File: src/rtl/hls_srl_fifo_ctrl.sv
// ---------------------------------------------------------------------------
// hls_srl_fifo_ctrl
//
// First-word-fall-through FIFO for HLS dataflow channels. It is built from a
// DEPTH-entry shift-register store plus the occupancy, read-index and flag
// logic. Writes shift in at index 0. The read side presents the oldest entry,
// which sits at index addr.
//
// Optional feature: define HLS_SRL_FIFO_ERR_EN to build sticky detection of
// requests made against a full or empty FIFO. When it is undefined, err is
// tied to 0.
//
// Ports:
//   clk         rising-edge clock for all logic
//   reset       synchronous, active-high
//   if_write_ce write-side clock enable
//   if_write    write request
//   if_din      write data
//   if_full_n   1 = space available (registered)
//   if_read_ce  read-side clock enable
//   if_read     read request; consumes if_dout
//   if_dout     oldest entry; valid while if_empty_n = 1
//   if_empty_n  1 = data available (registered)
//   err         sticky protocol-violation flag
//
// Handshake: a word moves on the write side in any cycle where
// if_write & if_write_ce & if_full_n is high at the rising edge. A word is
// consumed on the read side in any cycle where if_read & if_read_ce &
// if_empty_n is high at the rising edge. A request made while the matching
// flag is low is ignored.
// ---------------------------------------------------------------------------
module hls_srl_fifo_ctrl #(
  parameter int DATA_WIDTH = 1,
  parameter int ADDR_WIDTH = 1,
  parameter int DEPTH      = 2
) (
  input  logic                  clk,
  input  logic                  reset,
  input  logic                  if_write_ce,
  input  logic                  if_write,
  input  logic [DATA_WIDTH-1:0] if_din,
  output logic                  if_full_n,
  input  logic                  if_read_ce,
  input  logic                  if_read,
  output logic [DATA_WIDTH-1:0] if_dout,
  output logic                  if_empty_n,
  output logic                  err
);

  localparam int CNT_W = ADDR_WIDTH + 1;
  localparam logic [CNT_W-1:0] CNT_LAST = CNT_W'(DEPTH - 1);

  typedef enum logic [1:0] {
    ST_EMPTY    = 2'd0,
    ST_NONEMPTY = 2'd1,
    ST_FULL     = 2'd2
  } state_t;

  // Debug view of the FSM, for checkers bound to this module.
  typedef struct packed {
    state_t                state;
    logic [CNT_W-1:0]      cnt;
    logic [ADDR_WIDTH-1:0] addr;
  } dbg_t;

  state_t                state;
  logic [CNT_W-1:0]      cnt;
  logic [ADDR_WIDTH-1:0] addr;
  logic [DATA_WIDTH-1:0] mem [DEPTH];
  logic                  push;
  logic                  pop;
  dbg_t                  dbg;

  assign push = if_write & if_write_ce & if_full_n;
  assign pop  = if_read  & if_read_ce  & if_empty_n;
  assign dbg  = '{state: state, cnt: cnt, addr: addr};

  // The store is not reset, because its contents are don't-care while empty.
  // A push in the reset cycle is discarded, so it also does not shift.
  always_ff @(posedge clk) begin
    if (push && !reset) begin
      for (int i = DEPTH - 1; i > 0; i--) begin
        mem[i] <= mem[i-1];
      end
      mem[0] <= if_din;
    end
  end

  assign if_dout = mem[addr];

  // Occupancy FSM. addr follows cnt-1 and is held at 0 while empty. The
  // flags are decoded from the next state, so they change one edge after
  // the push or pop that caused them.
  always_ff @(posedge clk) begin
    if (reset) begin
      state      <= ST_EMPTY;
      cnt        <= '0;
      addr       <= '0;
      if_empty_n <= 1'b0;
      if_full_n  <= 1'b1;
    end else begin
      case (state)
        ST_EMPTY: begin
          if (push) begin
            state      <= ST_NONEMPTY;
            cnt        <= CNT_W'(1);
            addr       <= '0;
            if_empty_n <= 1'b1;
            if_full_n  <= 1'b1;
          end
        end
        ST_NONEMPTY: begin
          if (push && !pop) begin
            cnt  <= cnt + 1'b1;
            addr <= addr + 1'b1;
            if (cnt == CNT_LAST) begin
              state     <= ST_FULL;
              if_full_n <= 1'b0;
            end
          end else if (pop && !push) begin
            if (cnt == CNT_W'(1)) begin
              state      <= ST_EMPTY;
              cnt        <= '0;
              addr       <= '0;
              if_empty_n <= 1'b0;
            end else begin
              cnt  <= cnt - 1'b1;
              addr <= addr - 1'b1;
            end
          end
          // Push and pop together leave cnt and addr where they are.
        end
        ST_FULL: begin
          if (pop) begin
            state     <= ST_NONEMPTY;
            cnt       <= cnt - 1'b1;
            addr      <= addr - 1'b1;
            if_full_n <= 1'b1;
          end
        end
        default: begin
          state      <= ST_EMPTY;
          cnt        <= '0;
          addr       <= '0;
          if_empty_n <= 1'b0;
          if_full_n  <= 1'b1;
        end
      endcase
    end
  end

`ifdef HLS_SRL_FIFO_ERR_EN
  logic err_q;

  // Sticky flag: it is set by any request made against the wrong flag, and
  // only reset clears it.
  always_ff @(posedge clk) begin
    if (reset) begin
      err_q <= 1'b0;
    end else if ((if_write & if_write_ce & ~if_full_n) |
                 (if_read & if_read_ce & ~if_empty_n)) begin
      err_q <= 1'b1;
    end
  end

  assign err = err_q;
`else
  assign err = 1'b0;
`endif

endmodule

File: config.mk
export PLATFORM = sky130hd
export DESIGN_NAME = hls_srl_fifo_ctrl
export DESIGN_NICKNAME = d
export VERILOG_FILES = /design/src/rtl/hls_srl_fifo_ctrl.sv
export SDC_FILE = /design/constraint.sdc
export NUM_CORES = 1
export LEC_CHECK = 0
export ABC_AREA = 1
export ABC_CLOCK_PERIOD_IN_PS = 1440
export BUFFER_PORTS_ARGS = -buffer_cell sky130_fd_sc_hd__buf_2
export CAP_MARGIN = 20
export CORE_MARGIN = 1.5
export CORE_UTILIZATION = 45
export CTS_CLUSTER_SIZE = 25
export DETAILED_ROUTE_END_ITERATION = 8
export HOLD_SLACK_MARGIN = 0.08
export PLACE_DENSITY_LB_ADDON = 0.3
export REMOVE_ABC_BUFFERS = 1
export SKIP_CTS_REPAIR_TIMING = 1
export SLEW_MARGIN = 10
export SYNTH_ARGS = -nofsm -noshare
export SYNTH_HDL_FRONTEND = slang
export SYNTH_SLANG_ARGS = --single-unit
File: constraint.sdc
create_clock -name clk -period 1.44 [get_ports clk]
set_input_delay 0.216 -clock clk [delete_from_list [all_inputs] [get_ports clk]]
set_output_delay 0.216 -clock clk [all_outputs]
set_load 0.005 [all_outputs]
==> results of run 1 <==
-- per-stage QoR --
step	util	hold slack, ns
floorplan	-	0.285
global placement	0.537	0.393
detailed placement	0.537	0.394
CTS	0.556	0.113
global route	0.561	0.115
finish	0.561	0.119
-- power breakdown --
group	internal, mW	switching, mW
Clock	0.100	0.100
Sequential	0.363	0.0478
Combinational	0.281	0.404
Total	0.744	0.552
-- cells by family (layout without fill, tap and decap cells) --
kind of cell,Yosys count,count (layout),share of synthesized area
AOI/OAI and AO/OA,11,11,0.0935
adders and majority gates,8,8,0.153
buffers and inverters,14,27,0.0973
DFF,10,10,0.336
muxes,1,1,0.0172
other,1,1,0.00572
and+or+nand+nor,34,34,0.298
-- registers in the layout (all words and copies together) (netlist names), named ones only --
name and flops:
if_full_n 1, addr 1, mem 2, if_empty_n 1, state 2, cnt 2
-- final timing paths --
path,slack (ns),end,cells after the start
hold / removal,0.12,mem[0],1
setup / recovery,0.06,addr,7
hold reg to reg,0.46,mem[1],0
setup reg to reg,0.06,addr,7
-- layout make-up --
cell class,count,area share
inverter,12,0.0602
timing repair buffer,11,0.0803
tap,15,0.0251
multi-input combinational,55,0.505
sequential,10,0.294
clock buffer,3,0.0301
clock inverter,1,0.00502
-- cell usage in the layout (no fill, tap or decap), types with 2 or more instances in the layout --
| master | n |
|---|---|
| nand2_4 | 2 |
| buf_4 | 2 |
| inv_1 | 12 |
| ha_1 | 7 |
| dfxtp_1 | 8 |
| nand3_2 | 3 |
| edfxtp_1 | 2 |
| nand2_2 | 2 |
| clkbuf_4 | 3 |
| buf_2 | 9 |
| nor2_1 | 6 |
| nand2_1 | 17 |
| a21oi_1 | 6 |
-- layer usage --
metal,up-vias,global-route usage,part of all wire
li1,277,-,-
met1,220,0.198,0.48
met2,9,0.234,0.46
met3,5,0.0489,0.042
met4,0,0.121,0.026
met5,-,0,0
==> results.toml, run 1 <==
[yosys]
syn_area_per_cell_sq_um = 8.30
synth_ff_type = "dfxtp_1"
synthArstFlopShare = 0
netlist_area_sq_um = 656
synth_cells = 79
ys.warnings.count = 0
synth_top_area_share = 0.244
netlist_top_cells_area = "dfxtp_1 24%, ha_1 15%, nand2_1 9.7%"
synthMostInstantiatedCell = "nand2_1"
ys_seq_area_frac = 0.336
ys_ff_latch = 10
synth.distinct_cells = 22
yosysTopAreaCell = "dfxtp_1"
synth_edf_count = 2
yosys-top-cells-count = "17 x nand2_1, 12 x inv_1, 8 x dfxtp_1, 8 x ha_1, 7 x a21oi_1"

[timing]
fin_tns_setup_ns = 0
clock_skew_ns = 0.00290
hold_violations = 0
rsz0062_at_grt = "true"
setup_ws_ns = 0.0569
post-route-period-util = 0.961
drv_slew = 0
setup_violations = 0
fin_crit_ns = 1.38
fmax_mhz = 723

[drt]
wl_per_cell_microns = 10.5
vias_per_cell = 4.78
num_vias = 511
remaining_drc_errors = 0
drt_pass1_iterations = 2
ant_nets = 0
initialDrtViolationCount = 1
routed_wirelength_mm = 1.12

[placed_design]
routabilityCongestion = 0.840
placed_cells = 103
place_area_sq_um = 716
io_buffers = 9
hpwl_microns = 918
dp_slack_ns = 0.00360

[layout]
drive_above_1_share = 0.293
final_nets = 108
area_growth_pct = 14.1
stdcell_count = 107
design_area_sq_um = 748
fillers = 136
multi_input_area_sq_um = 378
num_antenna_cells = 0
ff_latch_area_sq_um = 220

[setup_path]
worstPathArrival_ns = 1.58
path_max_fanout = 8
cp_slowest_stage_delay_ns = 0.33
r2r-start = "state[1]"
crit_path_end_kind = "register"
critical_path_class = "reg2reg"
path_delay_family = "simple AND/OR/NAND/NOR gates"
worstPathRequired_ns = 1.64
crit_buf_inv = 1
cp-startpoint = "state[1]"
cp-start-kind = "register"
cp_cell_sequence = "inv_1 > ha_2 > nand2_2 > nand3_2 > nand3b_1 > o21a_1 > nor2_1"
cp_slowest_cell = "dfxtp_1"

[clock_tree]
clkLatencyLatePin_ns = 0.27
cts_buffer_depth = 2
cts_tree = "built"
cts_buffers = 3
root_buffer = "clkbuf_4"
cts.sinks = 10
cts.clk_slew.worst_paths_ns = 0.07
cts_max_level = 1

[pwr]
leakage_nw = 0.361
peakVddDrop_uv = 813
finalPower_mw = 1.30
p_per_area_nw_per_um2 = 1730

[outcome]
status = "complete, no violations"

[floorplanning]
initial_core_util = 0.492
io_pins = 11
dieArea_sq_um = 1690
row_count = 13
core-area_sq_um = 1330
fp.dieW_microns = 41.2
die_h_microns = 41.2

[grt]
grt_start_max_net_pins = 9
antenna_found_initial = 0
grt_pass1_vias = 420
grt_use_total = 0.162
grt_pass1_wl_mm = 1.70
overflow = 0

[worst_hold_path]
min_from = "if_din"
min_path_type = "in2reg"

[run]
maxCapViolations = 0
Note: power is estimated with default switching activity, not from simulation.
==> run 2: changes to the inputs <==
==> constraint.sdc (replaced) <==
create_clock -name clk -period 1.44 [get_ports clk]
set_input_delay 0.144 -clock clk [delete_from_list [all_inputs] [get_ports clk]]
set_output_delay 0.144 -clock clk [all_outputs]
set_load 0.005 [all_outputs]
==> run 2 against run 1 <==
Compared with the run above: fmax grew 1.1%; non-clock buffer count rose by 1; clock power grew 3%; critical path depth did not move; register-to-register slack hardly changed; cell area up 1.7%; setup slack better by 0.015 ns; wire length rose by 6.1%; highest routed layer unchanged.
==> results.toml, run 2 (synthesized netlist as in run 1, its figures left out) <==
[grt]
grt_pass1_vias = 464
overflow = 0
grt_start_max_net_pins = 9
grt_pass1_wl_mm = 1.87
grt_use_total = 0.174
antenna_found_initial = 0

[timing]
post-route-period-util = 0.950
setup_ws_ns = 0.0714
clock_skew_ns = 0.00246
drv_slew = 0
fin_crit_ns = 1.37
hold_violations = 0
setup_violations = 0
rsz0062_at_grt = "true"
fmax_mhz = 731

[setup_path]
worstPathRequired_ns = 1.64
cp_cell_sequence = "inv_1 > ha_2 > nand2_2 > nand3_2 > nand3b_1 > o21a_1 > nor2_1"
path_depth = 7
cp-start-kind = "register"
r2r-start = "state[1]"
cp_slowest_stage_delay_ns = 0.33
critical_path_class = "reg2reg"
path_delay_family = "simple AND/OR/NAND/NOR gates"
crit_path_end_kind = "register"
worstRegToRegCells = 7
worstPathArrival_ns = 1.57
regToRegSetupSlack_ns = 0.07
crit_buf_inv = 1
path_max_fanout = 8
cp_slowest_cell = "dfxtp_1"
cp-startpoint = "state[1]"

[clock_tree]
clkLatencyLatePin_ns = 0.27
cts_buffer_depth = 2
cts_tree = "built"
cts.clk_slew.worst_paths_ns = 0.07
root_buffer = "clkbuf_4"
cts.sinks = 10
cts_max_level = 1
cts_buffers = 3

[outcome]
status = "complete, no violations"

[layout]
final_common_cell = "nand2_1"
final_cell_mix = "17 x nand2_1, 11 x inv_1, 9 x buf_2, 7 x ha_1"
area_growth_pct = 16.0
fillers = 124
reg.largest.list = "cnt: 2 flops, mem: 2 flops, state: 2 flops"
drive_above_1_share = 0.323
num_antenna_cells = 0
stdcell_count = 108
final_nets = 109

[placed_design]
routabilityCongestion = 0.830
hpwl_microns = 898
placed_cells = 103
io_buffers = 9
dp_slack_ns = 0.00974

[drt]
initialDrtViolationCount = 13
drt_pass1_iterations = 4
remaining_drc_errors = 0
ant_nets = 0
wl_per_cell_microns = 11.0
routed_wirelength_mm = 1.19
num_vias = 528
vias_per_cell = 4.89

[worst_hold_path]
min_path_type = "in2reg"

[floorplanning]
dieArea_sq_um = 1690
core-area_sq_um = 1330
row_count = 13
io_pins = 11
die_h_microns = 41.2
fp.dieW_microns = 41.2
initial_core_util = 0.492

[pwr]
p_per_area_nw_per_um2 = 1740
leakage_nw = 0.365
peakVddDrop_uv = 821
finalPower_mw = 1.32

[run]
maxCapViolations = 0
## run 2: worst min-delay path by stage
stage | cells after the start | slack, ns | endpoint | from
floorplan | 1 | 0.21 | cnt[0] | reset
global placement | 1 | 0.32 | mem[0] | if_din
detailed placement | 1 | 0.32 | mem[0] | if_din
CTS | 1 | 0.04 | mem[0] | if_din
global route | 2 | 0.10 | cnt[0] | reset
finish | 2 | 0.09 | cnt[1] | reset
## run 2: metal layers
layer | global-route usage | wire length (microns) | up-vias
met5 | 0 | 0 | -
met2 | 0.297 | 566 | 13
met1 | 0.192 | 542 | 235
met3 | 0.0815 | 65 | 4
met4 | 0.0484 | 14 | 0
li1 | - | - | 276
## run 2: area by class of cell
class	instances	area (sq um)	area share
clock buffer	3	22.5	0.0296
clock inverter	1	3.75	0.00493
inverter	12	45.0	0.0592
multi-input combinational	55	378	0.497
sequential	10	223	0.293
tap	15	18.8	0.0247
timing repair buffer	12	70.1	0.0921
## run 2: report_power, final
part           internal, mW  total (mW)  switching [mW]
Clock                 0.100       0.208           0.107
Combinational         0.285       0.699           0.414
Sequential            0.368       0.417          0.0493
## run 2: metrics by stage
stage	hold WS (ns)	utilization	cell area [sq um]	setup TNS, ns
detailed placement	0.322	0.537	716	0
global placement	0.321	0.537	716	0
finish	0.0895	0.570	761	0
floorplan	0.213	-	637	0
global route	0.104	0.570	761	-0.0319
CTS	0.0396	0.556	742	-0.00627
==> run 3: changes to the inputs <==
--- a/config.mk
+++ b/config.mk
@@ -6,7 +6,7 @@
 export NUM_CORES = 1
 export LEC_CHECK = 0
 export ABC_AREA = 1
-export ABC_CLOCK_PERIOD_IN_PS = 1440
+export ABC_CLOCK_PERIOD_IN_PS = 1100
 export BUFFER_PORTS_ARGS = -buffer_cell sky130_fd_sc_hd__buf_2
 export CAP_MARGIN = 20
 export CORE_MARGIN = 1.5
@@ -15,6 +15,7 @@
 export DETAILED_ROUTE_END_ITERATION = 8
 export HOLD_SLACK_MARGIN = 0.08
 export PLACE_DENSITY_LB_ADDON = 0.3
+export RECOVER_POWER = 25
 export REMOVE_ABC_BUFFERS = 1
 export SKIP_CTS_REPAIR_TIMING = 1
 export SLEW_MARGIN = 10
==> constraint.sdc (replaced) <==
create_clock -name clk -period 1.1 [get_ports clk]
set_input_delay 0.11 -clock clk [delete_from_list [all_inputs] [get_ports clk]]
set_output_delay 0.11 -clock clk [all_outputs]
set_load 0.005 [all_outputs]
==> run 3 against run 2 <==
Compared with the run above: clock skew increased by 0.0022 ns; largest cell class unchanged; via count increased by 17%; power is 84% higher; the run now ends with negative setup slack left; largest power group unchanged; first-iteration DRC count is 23% higher; fmax rose by 3.8%.
==> results.toml, run 3 (synthesized netlist as in run 1, its figures left out) <==
[setup_path]
crit_buf_inv = 1
cp_slowest_cell = "dfxtp_2"
cp_slowest_stage_delay_ns = 0.35
cp_common_cell = "nand3_4"
r2r-start = "if_empty_n"
cp-start-kind = "register"
path_max_fanout = 5
worstPathArrival_ns = 1.53
crit_path_end_kind = "register"
cp-startpoint = "if_empty_n"
worstPathRequired_ns = 1.31
path_delay_family = "flip-flops"
critical_path_class = "reg2reg"
cp_cell_sequence = "nand3_4 > ha_4 > nand2_4 > nand3_4 > buf_4 > nand2_1 > a21oi_2"

[drt]
ant_nets = 0
drt_pass1_iterations = 4
routed_wirelength_mm = 1.72
wl_per_cell_microns = 14.0
num_vias = 619
initialDrtViolationCount = 16
remaining_drc_errors = 0
vias_per_cell = 5.03

[layout]
reg.largest.list = "cnt: 2 flops, mem: 2 flops, state: 2 flops"
num_antenna_cells = 0
fillers = 85
area_growth_pct = 55.2
final_common_cell = "buf_4"
drive_above_1_share = 0.565
final_nets = 124
final_cell_mix = "15 x buf_4, 14 x nand2_1, 9 x buf_2, 7 x inv_1, 6 x nor2_1"

[floorplanning]
dieArea_sq_um = 1690
initial_core_util = 0.492
fp.dieW_microns = 41.2
die_h_microns = 41.2
core-area_sq_um = 1330
row_count = 13
io_pins = 11

[timing]
drv_slew = 0
clock_skew_ns = 0.00470
fmax_mhz = 759
hold_slack_ns = 0.369
rsz0062_at_grt = "true"
setup_violations = 9
setup_ws_ns = -0.218
fin_crit_ns = 1.32
hold_violations = 0
post-route-period-util = 1.20

[grt]
grt_use_total = 0.199
grt_pass1_wl_mm = 2.11
grt_start_max_net_pins = 7
overflow = 0
antenna_found_initial = 0
grt_pass1_vias = 523

[pwr]
p_per_area_nw_per_um2 = 2390
leakage_nw = 0.471
finalPower_mw = 2.43
peakVddDrop_uv = 1250

[worst_hold_path]
min_from = "if_write_ce"
min_path_type = "in2reg"

[clock_tree]
cts.clk_slew.worst_paths_ns = 0.07
cts_max_level = 1
root_buffer = "clkbuf_4"
cts_buffers = 3
cts.sinks = 10
cts_tree = "built"
clkLatencyLatePin_ns = 0.28
cts_buffer_depth = 2

[outcome]
violations = "negative setup slack"
status = "complete, but fails checks"

[placed_design]
dp_slack_ns = -0.253
routabilityCongestion = 0.821
hpwl_mm = 1.02
io_buffers = 9

[run]
maxCapViolations = 0
run 3: cell count changes in the layout (fill, tap and decap cells not counted), sizes merged:
cell | before | now
clkbuf | 3 | 4
dlygate4sd3 | 1 | 2
buf | 11 | 25
clkinv | 1 | 0
run 3: metrics by stage:
step | util | cell area (sq um) | TNS [ns] | std cells
4_1_cts | 0.614 | 820 | -2.13 | 116
2_1_floorplan | - | 637 | -1.51 | 77
5_1_grt | 0.763 | 1020 | -2.01 | 123
3_3_place_gp | 0.587 | 783 | -1.54 | 112
3_5_place_dp | 0.587 | 783 | -1.81 | 112
6_report | 0.763 | 1020 | -1.42 | 123
run 3: worst register-to-register path, stage by stage (launching register included):
cell     delay, ns
dfxtp_2       0.35
nand3_4       0.11
ha_4          0.29
nand2_4       0.07
nand3_4       0.10
buf_4         0.12
nand2_1       0.06
a21oi_2       0.15
run 3: cell type report:
type	instances	area [sq um]	area share
Inverter	12	47.5	0.0467
Sequential cell	10	229	0.225
Clock buffer	4	36.3	0.0357
Multi-Input combinational cell	55	497	0.488
Timing Repair Buffer	27	189	0.186
Tap cell	15	18.8	0.0185
run 3: where the power goes:
group | total (mW) | switching [mW] | internal (mW)
logic | 1.52 | 0.793 | 0.722
registers | 0.572 | 0.0769 | 0.495
clock network | 0.347 | 0.145 | 0.201
run 3: worst paths after layout:
path,to,slack [ns],depth (start not counted)
max,cnt[0],-0.22,7
min,mem[1],0.37,4
max reg2reg,cnt[0],-0.22,7
min reg2reg,if_full_n,0.52,2
run 3: layer usage:
metal	vias up	track usage	part of all wire
met4	0	0.0968	0.023
met1	284	0.203	0.39
met5	-	0	0
met2	22	0.359	0.53
met3	7	0.0652	0.064
li1	306	-	-
